$ cat src/rtl/ex_pkg.sv
// Shared definitions for the LA32R execute stage: operation encodings,
// divider FSM states and small decode helpers.
package ex_pkg;

  localparam int EX_OP_W  = 5;
  localparam int LSU_OP_W = 4;
  localparam int CSR_OP_W = 3;

  localparam logic [EX_OP_W-1:0] EX_OP_ADD     = 5'd0;
  localparam logic [EX_OP_W-1:0] EX_OP_SUB     = 5'd1;
  localparam logic [EX_OP_W-1:0] EX_OP_SLT     = 5'd2;
  localparam logic [EX_OP_W-1:0] EX_OP_SLTU    = 5'd3;
  localparam logic [EX_OP_W-1:0] EX_OP_AND     = 5'd4;
  localparam logic [EX_OP_W-1:0] EX_OP_OR      = 5'd5;
  localparam logic [EX_OP_W-1:0] EX_OP_NOR     = 5'd6;
  localparam logic [EX_OP_W-1:0] EX_OP_XOR     = 5'd7;
  localparam logic [EX_OP_W-1:0] EX_OP_SLL     = 5'd8;
  localparam logic [EX_OP_W-1:0] EX_OP_SRL     = 5'd9;
  localparam logic [EX_OP_W-1:0] EX_OP_SRA     = 5'd10;
  localparam logic [EX_OP_W-1:0] EX_OP_LUI     = 5'd11;
  localparam logic [EX_OP_W-1:0] EX_OP_MUL     = 5'd12;
  localparam logic [EX_OP_W-1:0] EX_OP_MULH    = 5'd13;
  localparam logic [EX_OP_W-1:0] EX_OP_MULHU   = 5'd14;
  localparam logic [EX_OP_W-1:0] EX_OP_DIV     = 5'd15;
  localparam logic [EX_OP_W-1:0] EX_OP_DIVU    = 5'd16;
  localparam logic [EX_OP_W-1:0] EX_OP_MOD     = 5'd17;
  localparam logic [EX_OP_W-1:0] EX_OP_MODU    = 5'd18;
  localparam logic [EX_OP_W-1:0] EX_OP_INVALID = 5'd31;

  localparam logic [LSU_OP_W-1:0] LSU_OP_NONE = 4'd0;
  localparam logic [LSU_OP_W-1:0] LSU_OP_LB   = 4'd1;
  localparam logic [LSU_OP_W-1:0] LSU_OP_LH   = 4'd2;
  localparam logic [LSU_OP_W-1:0] LSU_OP_LW   = 4'd3;
  localparam logic [LSU_OP_W-1:0] LSU_OP_LBU  = 4'd4;
  localparam logic [LSU_OP_W-1:0] LSU_OP_LHU  = 4'd5;
  localparam logic [LSU_OP_W-1:0] LSU_OP_SB   = 4'd6;
  localparam logic [LSU_OP_W-1:0] LSU_OP_SH   = 4'd7;
  localparam logic [LSU_OP_W-1:0] LSU_OP_SW   = 4'd8;

  typedef enum logic [1:0] {
    DIV_IDLE = 2'd0,
    DIV_BUSY = 2'd1,
    DIV_DONE = 2'd2
  } div_state_e;

  function automatic logic is_load(input logic [LSU_OP_W-1:0] op);
    logic hit;
    case (op)
      LSU_OP_LB, LSU_OP_LH, LSU_OP_LW, LSU_OP_LBU, LSU_OP_LHU: hit = 1'b1;
      default:                                                 hit = 1'b0;
    endcase
    return hit;
  endfunction

  function automatic logic is_div_op(input logic [EX_OP_W-1:0] op);
    logic hit;
    case (op)
      EX_OP_DIV, EX_OP_DIVU, EX_OP_MOD, EX_OP_MODU: hit = 1'b1;
      default:                                      hit = 1'b0;
    endcase
    return hit;
  endfunction

endpackage

$ cat src/rtl/ex_stage_if.sv
// ID/EX -> EX -> EX/MEM handshake and payload bundle, plus the forwarding
// tap back to ID. master = surrounding pipeline, slave = execute stage.
interface ex_stage_if #(parameter int DATA_W = 32) ();
  import ex_pkg::*;

  logic                ls_valid;
  logic                ts_ready;
  logic                ns_ready;
  logic                ts_valid;
  logic [DATA_W-1:0]   in_pc;
  logic [DATA_W-1:0]   in_inst;
  logic [DATA_W-1:0]   in_op1;
  logic [DATA_W-1:0]   in_op2;
  logic [DATA_W-1:0]   in_lsu_data;
  logic [EX_OP_W-1:0]  in_ex_op;
  logic [LSU_OP_W-1:0] in_lsu_op;
  logic [CSR_OP_W-1:0] in_csr_op;
  logic [4:0]          in_rw_addr;
  logic                in_rw_en;
  logic [DATA_W-1:0]   out_pc;
  logic [DATA_W-1:0]   out_inst;
  logic [DATA_W-1:0]   out_lsu_data;
  logic [DATA_W-1:0]   out_result;
  logic [LSU_OP_W-1:0] out_lsu_op;
  logic [CSR_OP_W-1:0] out_csr_op;
  logic [4:0]          out_rw_addr;
  logic                out_rw_en;
  logic                fwd_en;
  logic [4:0]          fwd_addr;
  logic [DATA_W-1:0]   fwd_data;
  logic                fwd_pending;

  modport master (
    output ls_valid, ns_ready, in_pc, in_inst, in_op1, in_op2, in_lsu_data,
           in_ex_op, in_lsu_op, in_csr_op, in_rw_addr, in_rw_en,
    input  ts_ready, ts_valid, out_pc, out_inst, out_lsu_data, out_result,
           out_lsu_op, out_csr_op, out_rw_addr, out_rw_en,
           fwd_en, fwd_addr, fwd_data, fwd_pending
  );

  modport slave (
    input  ls_valid, ns_ready, in_pc, in_inst, in_op1, in_op2, in_lsu_data,
           in_ex_op, in_lsu_op, in_csr_op, in_rw_addr, in_rw_en,
    output ts_ready, ts_valid, out_pc, out_inst, out_lsu_data, out_result,
           out_lsu_op, out_csr_op, out_rw_addr, out_rw_en,
           fwd_en, fwd_addr, fwd_data, fwd_pending
  );
endinterface

$ cat src/rtl/ex_divider.sv
// Iterative restoring radix-2 divider with sign correction; exists only when
// EX_DIV_EN is defined.
`ifdef EX_DIV_EN
module ex_divider import ex_pkg::*; #(
  parameter int DATA_W     = 32,
  parameter int DIV_CYCLES = 32
) (
  input  logic              clk,
  input  logic              rst,
  input  logic              flush,
  input  logic              start,
  input  logic              op_signed,
  input  logic              op_rem,
  input  logic [DATA_W-1:0] dividend,
  input  logic [DATA_W-1:0] divisor,
  input  logic              ack,
  output logic              busy,
  output logic              done,
  output logic [DATA_W-1:0] result
);
  localparam int CNT_W = $clog2(DIV_CYCLES);
  localparam logic [CNT_W-1:0] CNT_LAST = CNT_W'(DIV_CYCLES - 1);

  div_state_e        state_r, state_s;
  logic [CNT_W-1:0]  cnt_r;
  logic [DATA_W-1:0] quo_r, rem_r, dsr_r;
  logic              neg_q_r, neg_r_r, dzero_r, rem_sel_r;
  logic [DATA_W:0]   shift_s, diff_s;
  logic [DATA_W-1:0] abs_a_s, abs_b_s;

  assign abs_a_s = (op_signed && dividend[DATA_W-1]) ? -dividend : dividend;
  assign abs_b_s = (op_signed && divisor[DATA_W-1])  ? -divisor  : divisor;
  assign shift_s = {rem_r, quo_r[DATA_W-1]};
  assign diff_s  = shift_s - {1'b0, dsr_r};

  // state register; flush and reset both drop any division in flight
  always_ff @(posedge clk) begin
    if (rst || flush) begin
      state_r <= DIV_IDLE;
    end else begin
      state_r <= state_s;
    end
  end

  // next-state logic
  always_comb begin
    state_s = state_r;
    case (state_r)
      DIV_IDLE: if (start) state_s = DIV_BUSY; else state_s = DIV_IDLE;
      DIV_BUSY: if (cnt_r == CNT_LAST) state_s = DIV_DONE; else state_s = DIV_BUSY;
      DIV_DONE: if (ack) state_s = DIV_IDLE; else state_s = DIV_DONE;
      default:  state_s = DIV_IDLE;
    endcase
  end

  // state-decoded outputs
  always_comb begin
    busy = 1'b0;
    done = 1'b0;
    case (state_r)
      DIV_IDLE: begin busy = 1'b0; done = 1'b0; end
      DIV_BUSY: begin busy = 1'b1; done = 1'b0; end
      DIV_DONE: begin busy = 1'b1; done = 1'b1; end
      default:  begin busy = 1'b0; done = 1'b0; end
    endcase
  end

  // operand latch in IDLE, then one quotient bit per BUSY cycle
  always_ff @(posedge clk) begin
    if (rst) begin
      cnt_r     <= {CNT_W{1'b0}};
      quo_r     <= {DATA_W{1'b0}};
      rem_r     <= {DATA_W{1'b0}};
      dsr_r     <= {DATA_W{1'b0}};
      neg_q_r   <= 1'b0;
      neg_r_r   <= 1'b0;
      dzero_r   <= 1'b0;
      rem_sel_r <= 1'b0;
    end else if (state_r == DIV_IDLE && start && !flush) begin
      cnt_r     <= {CNT_W{1'b0}};
      quo_r     <= abs_a_s;
      rem_r     <= {DATA_W{1'b0}};
      dsr_r     <= abs_b_s;
      dzero_r   <= (divisor == {DATA_W{1'b0}});
      neg_q_r   <= op_signed && (dividend[DATA_W-1] ^ divisor[DATA_W-1]);
      neg_r_r   <= op_signed && dividend[DATA_W-1];
      rem_sel_r <= op_rem;
    end else if (state_r == DIV_BUSY) begin
      cnt_r <= cnt_r + CNT_W'(1);
      quo_r <= {quo_r[DATA_W-2:0], ~diff_s[DATA_W]};
      rem_r <= diff_s[DATA_W] ? shift_s[DATA_W-1:0] : diff_s[DATA_W-1:0];
    end else begin
      cnt_r <= cnt_r;
      quo_r <= quo_r;
      rem_r <= rem_r;
    end
  end

  // sign correction; a zero divisor always reports an all-ones quotient
  always_comb begin
    result = {DATA_W{1'b0}};
    if (rem_sel_r) begin
      result = neg_r_r ? -rem_r : rem_r;
    end else if (dzero_r) begin
      result = {DATA_W{1'b1}};
    end else begin
      result = neg_q_r ? -quo_r : quo_r;
    end
  end
endmodule
`endif

$ cat src/rtl/ex_stage.sv
// LA32R execute stage: single-cycle ALU/multiplier plus optional iterative
// divider (macro EX_DIV_EN); outputs are combinational from ID/EX.
module ex_stage import ex_pkg::*; #(
  parameter int DATA_W     = 32,
  parameter int DIV_CYCLES = 32
) (
  input  logic     clk,
  input  logic     rst,
  input  logic     flush,
  output logic     busy,
  ex_stage_if.slave bus
);
  localparam int SH_W = $clog2(DATA_W);

  logic [DATA_W-1:0]   alu_s;
  logic [2*DATA_W-1:0] mul_ss_s, mul_uu_s;
  logic [DATA_W-1:0]   mulh_s, mulhu_s, mul_lo_s, mul_lo_unused_s;
  logic                div_op_s, div_done_s, kill_s;
  logic [DATA_W-1:0]   div_result_s;

  assign mul_ss_s = $signed({{DATA_W{bus.in_op1[DATA_W-1]}}, bus.in_op1}) *
                    $signed({{DATA_W{bus.in_op2[DATA_W-1]}}, bus.in_op2});
  assign mul_uu_s = {{DATA_W{1'b0}}, bus.in_op1} * {{DATA_W{1'b0}}, bus.in_op2};
  assign {mulh_s, mul_lo_unused_s} = mul_ss_s;
  assign {mulhu_s, mul_lo_s}       = mul_uu_s;

  assign div_op_s = is_div_op(bus.in_ex_op);
  assign kill_s   = flush | rst;

`ifdef EX_DIV_EN
  ex_divider #(.DATA_W(DATA_W), .DIV_CYCLES(DIV_CYCLES)) u_div (
    .clk       (clk),
    .rst       (rst),
    .flush     (flush),
    .start     (bus.ls_valid & div_op_s),
    .op_signed ((bus.in_ex_op == EX_OP_DIV) || (bus.in_ex_op == EX_OP_MOD)),
    .op_rem    ((bus.in_ex_op == EX_OP_MOD) || (bus.in_ex_op == EX_OP_MODU)),
    .dividend  (bus.in_op1),
    .divisor   (bus.in_op2),
    .ack       (bus.ns_ready),
    .busy      (busy),
    .done      (div_done_s),
    .result    (div_result_s)
  );
`else
  logic unused_s;
  assign unused_s     = &{1'b0, clk, DIV_CYCLES[0]};
  assign div_done_s   = 1'b1;
  assign div_result_s = {DATA_W{1'b0}};
  assign busy         = 1'b0;
`endif

  // single-cycle ALU and multiplier selection
  always_comb begin
    alu_s = {DATA_W{1'b0}};
    case (bus.in_ex_op)
      EX_OP_ADD:   alu_s = bus.in_op1 + bus.in_op2;
      EX_OP_SUB:   alu_s = bus.in_op1 - bus.in_op2;
      EX_OP_SLT:   alu_s = {{(DATA_W-1){1'b0}}, $signed(bus.in_op1) < $signed(bus.in_op2)};
      EX_OP_SLTU:  alu_s = {{(DATA_W-1){1'b0}}, bus.in_op1 < bus.in_op2};
      EX_OP_AND:   alu_s = bus.in_op1 & bus.in_op2;
      EX_OP_OR:    alu_s = bus.in_op1 | bus.in_op2;
      EX_OP_NOR:   alu_s = ~(bus.in_op1 | bus.in_op2);
      EX_OP_XOR:   alu_s = bus.in_op1 ^ bus.in_op2;
      EX_OP_SLL:   alu_s = bus.in_op1 << bus.in_op2[SH_W-1:0];
      EX_OP_SRL:   alu_s = bus.in_op1 >> bus.in_op2[SH_W-1:0];
      EX_OP_SRA:   alu_s = $unsigned($signed(bus.in_op1) >>> bus.in_op2[SH_W-1:0]);
      EX_OP_LUI:   alu_s = bus.in_op2;
      EX_OP_MUL:   alu_s = mul_lo_s;
      EX_OP_MULH:  alu_s = mulh_s;
      EX_OP_MULHU: alu_s = mulhu_s;
      default:     alu_s = {DATA_W{1'b0}};
    endcase
  end

  // handshake glue: a divide holds ID/EX until its result is in DONE
  always_comb begin
    bus.ts_valid    = 1'b0;
    bus.ts_ready    = 1'b0;
    bus.out_result  = {DATA_W{1'b0}};
    bus.fwd_pending = 1'b0;
    if (div_op_s) begin
      bus.ts_valid    = bus.ls_valid & ~kill_s & div_done_s;
      bus.ts_ready    = div_done_s & bus.ns_ready;
      bus.out_result  = div_done_s ? div_result_s : {DATA_W{1'b0}};
      bus.fwd_pending = bus.ls_valid & (~div_done_s | is_load(bus.in_lsu_op));
    end else begin
      bus.ts_valid    = bus.ls_valid & ~kill_s;
      bus.ts_ready    = bus.ns_ready;
      bus.out_result  = alu_s;
      bus.fwd_pending = bus.ls_valid & is_load(bus.in_lsu_op);
    end
  end

  assign bus.out_pc       = bus.in_pc;
  assign bus.out_inst     = bus.in_inst;
  assign bus.out_lsu_data = bus.in_lsu_data;
  assign bus.out_lsu_op   = bus.in_lsu_op;
  assign bus.out_csr_op   = bus.in_csr_op;
  assign bus.out_rw_addr  = bus.in_rw_addr;
  assign bus.out_rw_en    = bus.in_rw_en;
  assign bus.fwd_en       = bus.ls_valid & bus.in_rw_en & (bus.in_rw_addr != 5'd0);
  assign bus.fwd_addr     = bus.in_rw_addr;
  assign bus.fwd_data     = bus.out_result;
endmodule

$ cat src/flat_wrapper.sv
// flat-port wrapper written by rule: the top's interface ports become plain ports
module ex_stage_flat import ex_pkg::*;
#(
  parameter int DATA_W     = 32,
  parameter int DIV_CYCLES = 32
)
  (clk, rst, flush, busy, bus_ls_valid, bus_ns_ready, bus_in_pc, bus_in_inst, bus_in_op1, bus_in_op2, bus_in_lsu_data, bus_in_ex_op, bus_in_lsu_op, bus_in_csr_op, bus_in_rw_addr, bus_in_rw_en, bus_ts_ready, bus_ts_valid, bus_out_pc, bus_out_inst, bus_out_lsu_data, bus_out_result, bus_out_lsu_op, bus_out_csr_op, bus_out_rw_addr, bus_out_rw_en, bus_fwd_en, bus_fwd_addr, bus_fwd_data, bus_fwd_pending);
  ex_stage_if #(.DATA_W(DATA_W)) bus_i ();
  input  logic clk;
  input  logic rst;
  input  logic flush;
  output logic busy;
  input wire logic [$bits(bus_i.ls_valid)-1:0] bus_ls_valid;
  input wire logic [$bits(bus_i.ns_ready)-1:0] bus_ns_ready;
  input wire logic [$bits(bus_i.in_pc)-1:0] bus_in_pc;
  input wire logic [$bits(bus_i.in_inst)-1:0] bus_in_inst;
  input wire logic [$bits(bus_i.in_op1)-1:0] bus_in_op1;
  input wire logic [$bits(bus_i.in_op2)-1:0] bus_in_op2;
  input wire logic [$bits(bus_i.in_lsu_data)-1:0] bus_in_lsu_data;
  input wire logic [$bits(bus_i.in_ex_op)-1:0] bus_in_ex_op;
  input wire logic [$bits(bus_i.in_lsu_op)-1:0] bus_in_lsu_op;
  input wire logic [$bits(bus_i.in_csr_op)-1:0] bus_in_csr_op;
  input wire logic [$bits(bus_i.in_rw_addr)-1:0] bus_in_rw_addr;
  input wire logic [$bits(bus_i.in_rw_en)-1:0] bus_in_rw_en;
  output wire logic [$bits(bus_i.ts_ready)-1:0] bus_ts_ready;
  output wire logic [$bits(bus_i.ts_valid)-1:0] bus_ts_valid;
  output wire logic [$bits(bus_i.out_pc)-1:0] bus_out_pc;
  output wire logic [$bits(bus_i.out_inst)-1:0] bus_out_inst;
  output wire logic [$bits(bus_i.out_lsu_data)-1:0] bus_out_lsu_data;
  output wire logic [$bits(bus_i.out_result)-1:0] bus_out_result;
  output wire logic [$bits(bus_i.out_lsu_op)-1:0] bus_out_lsu_op;
  output wire logic [$bits(bus_i.out_csr_op)-1:0] bus_out_csr_op;
  output wire logic [$bits(bus_i.out_rw_addr)-1:0] bus_out_rw_addr;
  output wire logic [$bits(bus_i.out_rw_en)-1:0] bus_out_rw_en;
  output wire logic [$bits(bus_i.fwd_en)-1:0] bus_fwd_en;
  output wire logic [$bits(bus_i.fwd_addr)-1:0] bus_fwd_addr;
  output wire logic [$bits(bus_i.fwd_data)-1:0] bus_fwd_data;
  output wire logic [$bits(bus_i.fwd_pending)-1:0] bus_fwd_pending;
  assign bus_i.ls_valid = bus_ls_valid;
  assign bus_i.ns_ready = bus_ns_ready;
  assign bus_i.in_pc = bus_in_pc;
  assign bus_i.in_inst = bus_in_inst;
  assign bus_i.in_op1 = bus_in_op1;
  assign bus_i.in_op2 = bus_in_op2;
  assign bus_i.in_lsu_data = bus_in_lsu_data;
  assign bus_i.in_ex_op = bus_in_ex_op;
  assign bus_i.in_lsu_op = bus_in_lsu_op;
  assign bus_i.in_csr_op = bus_in_csr_op;
  assign bus_i.in_rw_addr = bus_in_rw_addr;
  assign bus_i.in_rw_en = bus_in_rw_en;
  assign bus_ts_ready = bus_i.ts_ready;
  assign bus_ts_valid = bus_i.ts_valid;
  assign bus_out_pc = bus_i.out_pc;
  assign bus_out_inst = bus_i.out_inst;
  assign bus_out_lsu_data = bus_i.out_lsu_data;
  assign bus_out_result = bus_i.out_result;
  assign bus_out_lsu_op = bus_i.out_lsu_op;
  assign bus_out_csr_op = bus_i.out_csr_op;
  assign bus_out_rw_addr = bus_i.out_rw_addr;
  assign bus_out_rw_en = bus_i.out_rw_en;
  assign bus_fwd_en = bus_i.fwd_en;
  assign bus_fwd_addr = bus_i.fwd_addr;
  assign bus_fwd_data = bus_i.fwd_data;
  assign bus_fwd_pending = bus_i.fwd_pending;
  ex_stage #(.DATA_W(DATA_W), .DIV_CYCLES(DIV_CYCLES)) u_core (.clk(clk), .rst(rst), .flush(flush), .busy(busy), .bus(bus_i));
endmodule
$ cat config.mk
export PLATFORM = sky130hd
export DESIGN_NAME = ex_stage_flat
export DESIGN_NICKNAME = d
export VERILOG_FILES = /design/src/rtl/ex_pkg.sv /design/src/rtl/ex_stage_if.sv /design/src/rtl/ex_divider.sv /design/src/rtl/ex_stage.sv /design/src/flat_wrapper.sv
export SDC_FILE = /design/constraint.sdc
export NUM_CORES = 2
export LEC_CHECK = 0
export ABC_AREA = 1
export CAP_MARGIN = 5
export CORE_ASPECT_RATIO = 0.75
export CORE_UTILIZATION = 69
export DETAILED_ROUTE_END_ITERATION = 10
export DONT_BUFFER_PORTS = 1
export GPL_ROUTABILITY_DRIVEN = 0
export MAX_ROUTING_LAYER = met4
export PLACE_DENSITY = 0.84
export SYNTH_ARGS = -nofsm -noshare
export SYNTH_HDL_FRONTEND = slang
export SYNTH_SLANG_ARGS = --single-unit
$ cat constraint.sdc
create_clock -name vclk -period 15.5
set_input_delay 3.1 -clock vclk [all_inputs]
set_output_delay 3.1 -clock vclk [all_outputs]
set_load 0.03 [all_outputs]
==> impl_results.md <==
* Design area at 0.0660 sq mm
* Synthesis warning total at 0
* Final setup viols at 0
* Status: finished with violations
* FP Rows at 98
* GRT Util Overall at 50.9%
* Worst Path Required at 12.40 ns
* Starting DRT DRC Count at 10,575
* CP startpoint kind: input port
* CP Max Fanout at 33
* CP Capture Type: output port
* Final HPWL DP at 194 mm
* Synth Net Count at 11,540
* Cells after synthesis at 9,402
* Final WL at 239 mm
* Die span in y at 271 um
* RSZ-0062 raised after global routing: no
* Final period util at 94.4%
* Initial antenna violation count at 20
* Vias post-DR at 62,707
* Maxcap violations at 0
* Mapped Area at 0.0668 sq mm
* P&R area growth vs syn at -1.19%
* Overflow after GRT at 0
* TritonRoute pass-1 iters at 11
* I/O Buffers at 0
* HP Class: input port to output port
* Final setup TNS at 0 ns
* Placed Cells at 10,179
* Setup bufs post-CTS at 0
* Rel. slew slack at 22.2%
* Max-slew violation count at 0
* Sequential-to-total area share from yosys stat at 0%
* Dpl cell area at 0.0659 sq mm
* FF/Latch Area at 0 sq um
* NumNets Final at 11,069
* Post-Syn Area per Cell at 7.10 sq um
* Share of cells above drive strength 1 at 0.851%
* Fmax at 0.0684 GHz
* Critical Path AT at 11.53 ns
* Vias per std cell at 6.14
* Worst hold path depth at 0
* Largest net degree at the start of global routing at 97
* Fin crit period at 14.63 ns
* Die W at 361 um
* Clock buffers at 0
* # resized after CTS at 0
* # DRC at 185
* Initial core utilization at 69.8%
* Util after Layout at 69.0%
* Wire length per cell at 23.4 um
* Crit Path Class: input port to output port
* Post-route ant nets at 0
* Fin cells at 10,207
* Fill count at 7,815
* Hold Fails Final Rpt at 0
* Seq cells at 0
* Hold_buf cts at 0
* CORE AREA at 0.0956 sq mm
* Global-route wire length before repair at 364 mm
* Library cells used by synthesis at 60
* Violated checks: DRC
* Measured slew at the worst slew-check pin at 1.16 ns
* Die area at 0.0981 sq mm
* Vias in the first global route at 64,092
* # IOs at 366
-- cells by family after synthesis --
| kind of cell | Yosys count | synth area share [%] |
|---|---|---|
| other | 1 | 0.00561 |
| AOI/OAI and AO/OA | 618 | 5.18 |
| adders and majority gates | 1955 | 53.2 |
| muxes | 2 | 0.0300 |
| buffers and inverters | 3165 | 18.9 |
| and+or+nand+nor | 3638 | 22.4 |
| xor gates and xnor gates | 23 | 0.302 |
-- worst paths after layout --
path | from | to | slack (ns)
min | bus_in_inst[2] | bus_out_inst[2] | 6.20
max | bus_in_op2[5] | bus_out_result[28] | 0.87
-- metal layers --
| layer | track usage (%) | vias up | wire, um |
|---|---|---|---|
| li1 | - | 26246 | - |
| met3 | 26.7 | 1474 | 46900 |
| met1 | 61.0 | 29551 | 80200 |
| met5 | - | - | 0 |
| met2 | 67.7 | 5436 | 93000 |
| met4 | 29.8 | 0 | 18800 |
-- through the flow --
step / setup slack [ns] / hold WS (ns)
after global placement: 1.38 / 6.20
final: 0.869 / 6.20
after global routing: 0.600 / 6.20
after detailed placement: 1.17 / 6.20
after floorplan: 1.58 / 6.32
after CTS: 1.16 / 6.20
-- cell type report --
cell class | instances | area (sq um) | area share, %
Inverter | 2673 | 10000 | 15.2
Tap cell | 1250 | 1560 | 2.37
Antenna cell | 28 | 70.1 | 0.106
Timing Repair Buffer | 19 | 143 | 0.216
Multi-Input combinational cell | 6237 | 54200 | 82.1
-- layout by cell type, fill, tap and decap left out, types with 4 or more instances in the layout --
master and instances:
inv_1 2658, nand2_1 2330, fa_1 1473, nand3_1 595, nor2_1 506, ha_1 482, a21oi_1 271, o21ai_0 192
nand4_1 87, o21bai_1 46, nor3_1 40, diode_2 28, o211ai_1 28, nand3b_1 19, buf_4 19, o22ai_1 18
inv_2 13, xor2_1 13, or2_2 12, a21o_1 11, a21boi_0 10, o21a_1 10, xnor2_1 10, nor2_2 9
nor4_1 8, o21ai_1 7, nand2_2 5, nor2_4 5, nand3_2 4, and2_1 4, and3_1 4, o221ai_1 4
-- synth_stat cells, types with 10 or more instances --
library cell	n	share of area, %
inv_1	2659	15
nand2_1	2330	13
fa_1	1473	44
nand3_1	595	4.5
nor2_1	508	2.9
ha_1	482	9.0
a21oi_1	271	2.0
clkbuf_1	243	1.4
o21ai_0	192	1.4
buf_4	153	1.7
nand4_1	87	0.81
buf_2	63	0.47
o21bai_1	46	0.52
nor3_1	40	0.30
o211ai_1	28	0.31
buf_1	21	0.12
nand3b_1	19	0.21
o22ai_1	18	0.17
xor2_1	13	0.17
inv_2	12	0.067
or2_2	12	0.11
a21o_1	11	0.12
a21boi_0	10	0.11
buf_6	10	0.17
o21a_1	10	0.11
xnor2_1	10	0.13
-- critical path: stages --
cell and delay, ns:
nand2_1 0.18, inv_1 0.09, fa_1 0.64, inv_1 0.16, fa_1 0.52, inv_1 0.13, fa_1 0.58, fa_1 0.69
inv_1 0.54, fa_1 0.65, inv_1 0.06, fa_1 0.54, inv_1 0.05, fa_1 0.48, inv_1 0.06, fa_1 0.47
ha_1 0.38, a21oi_1 0.26, o21ai_0 0.19, a21boi_0 0.28, nand2_1 0.12, a21oi_1 0.30, nand2_1 0.10, nand2_1 0.06
nand3_1 0.21, nand3_1 0.63
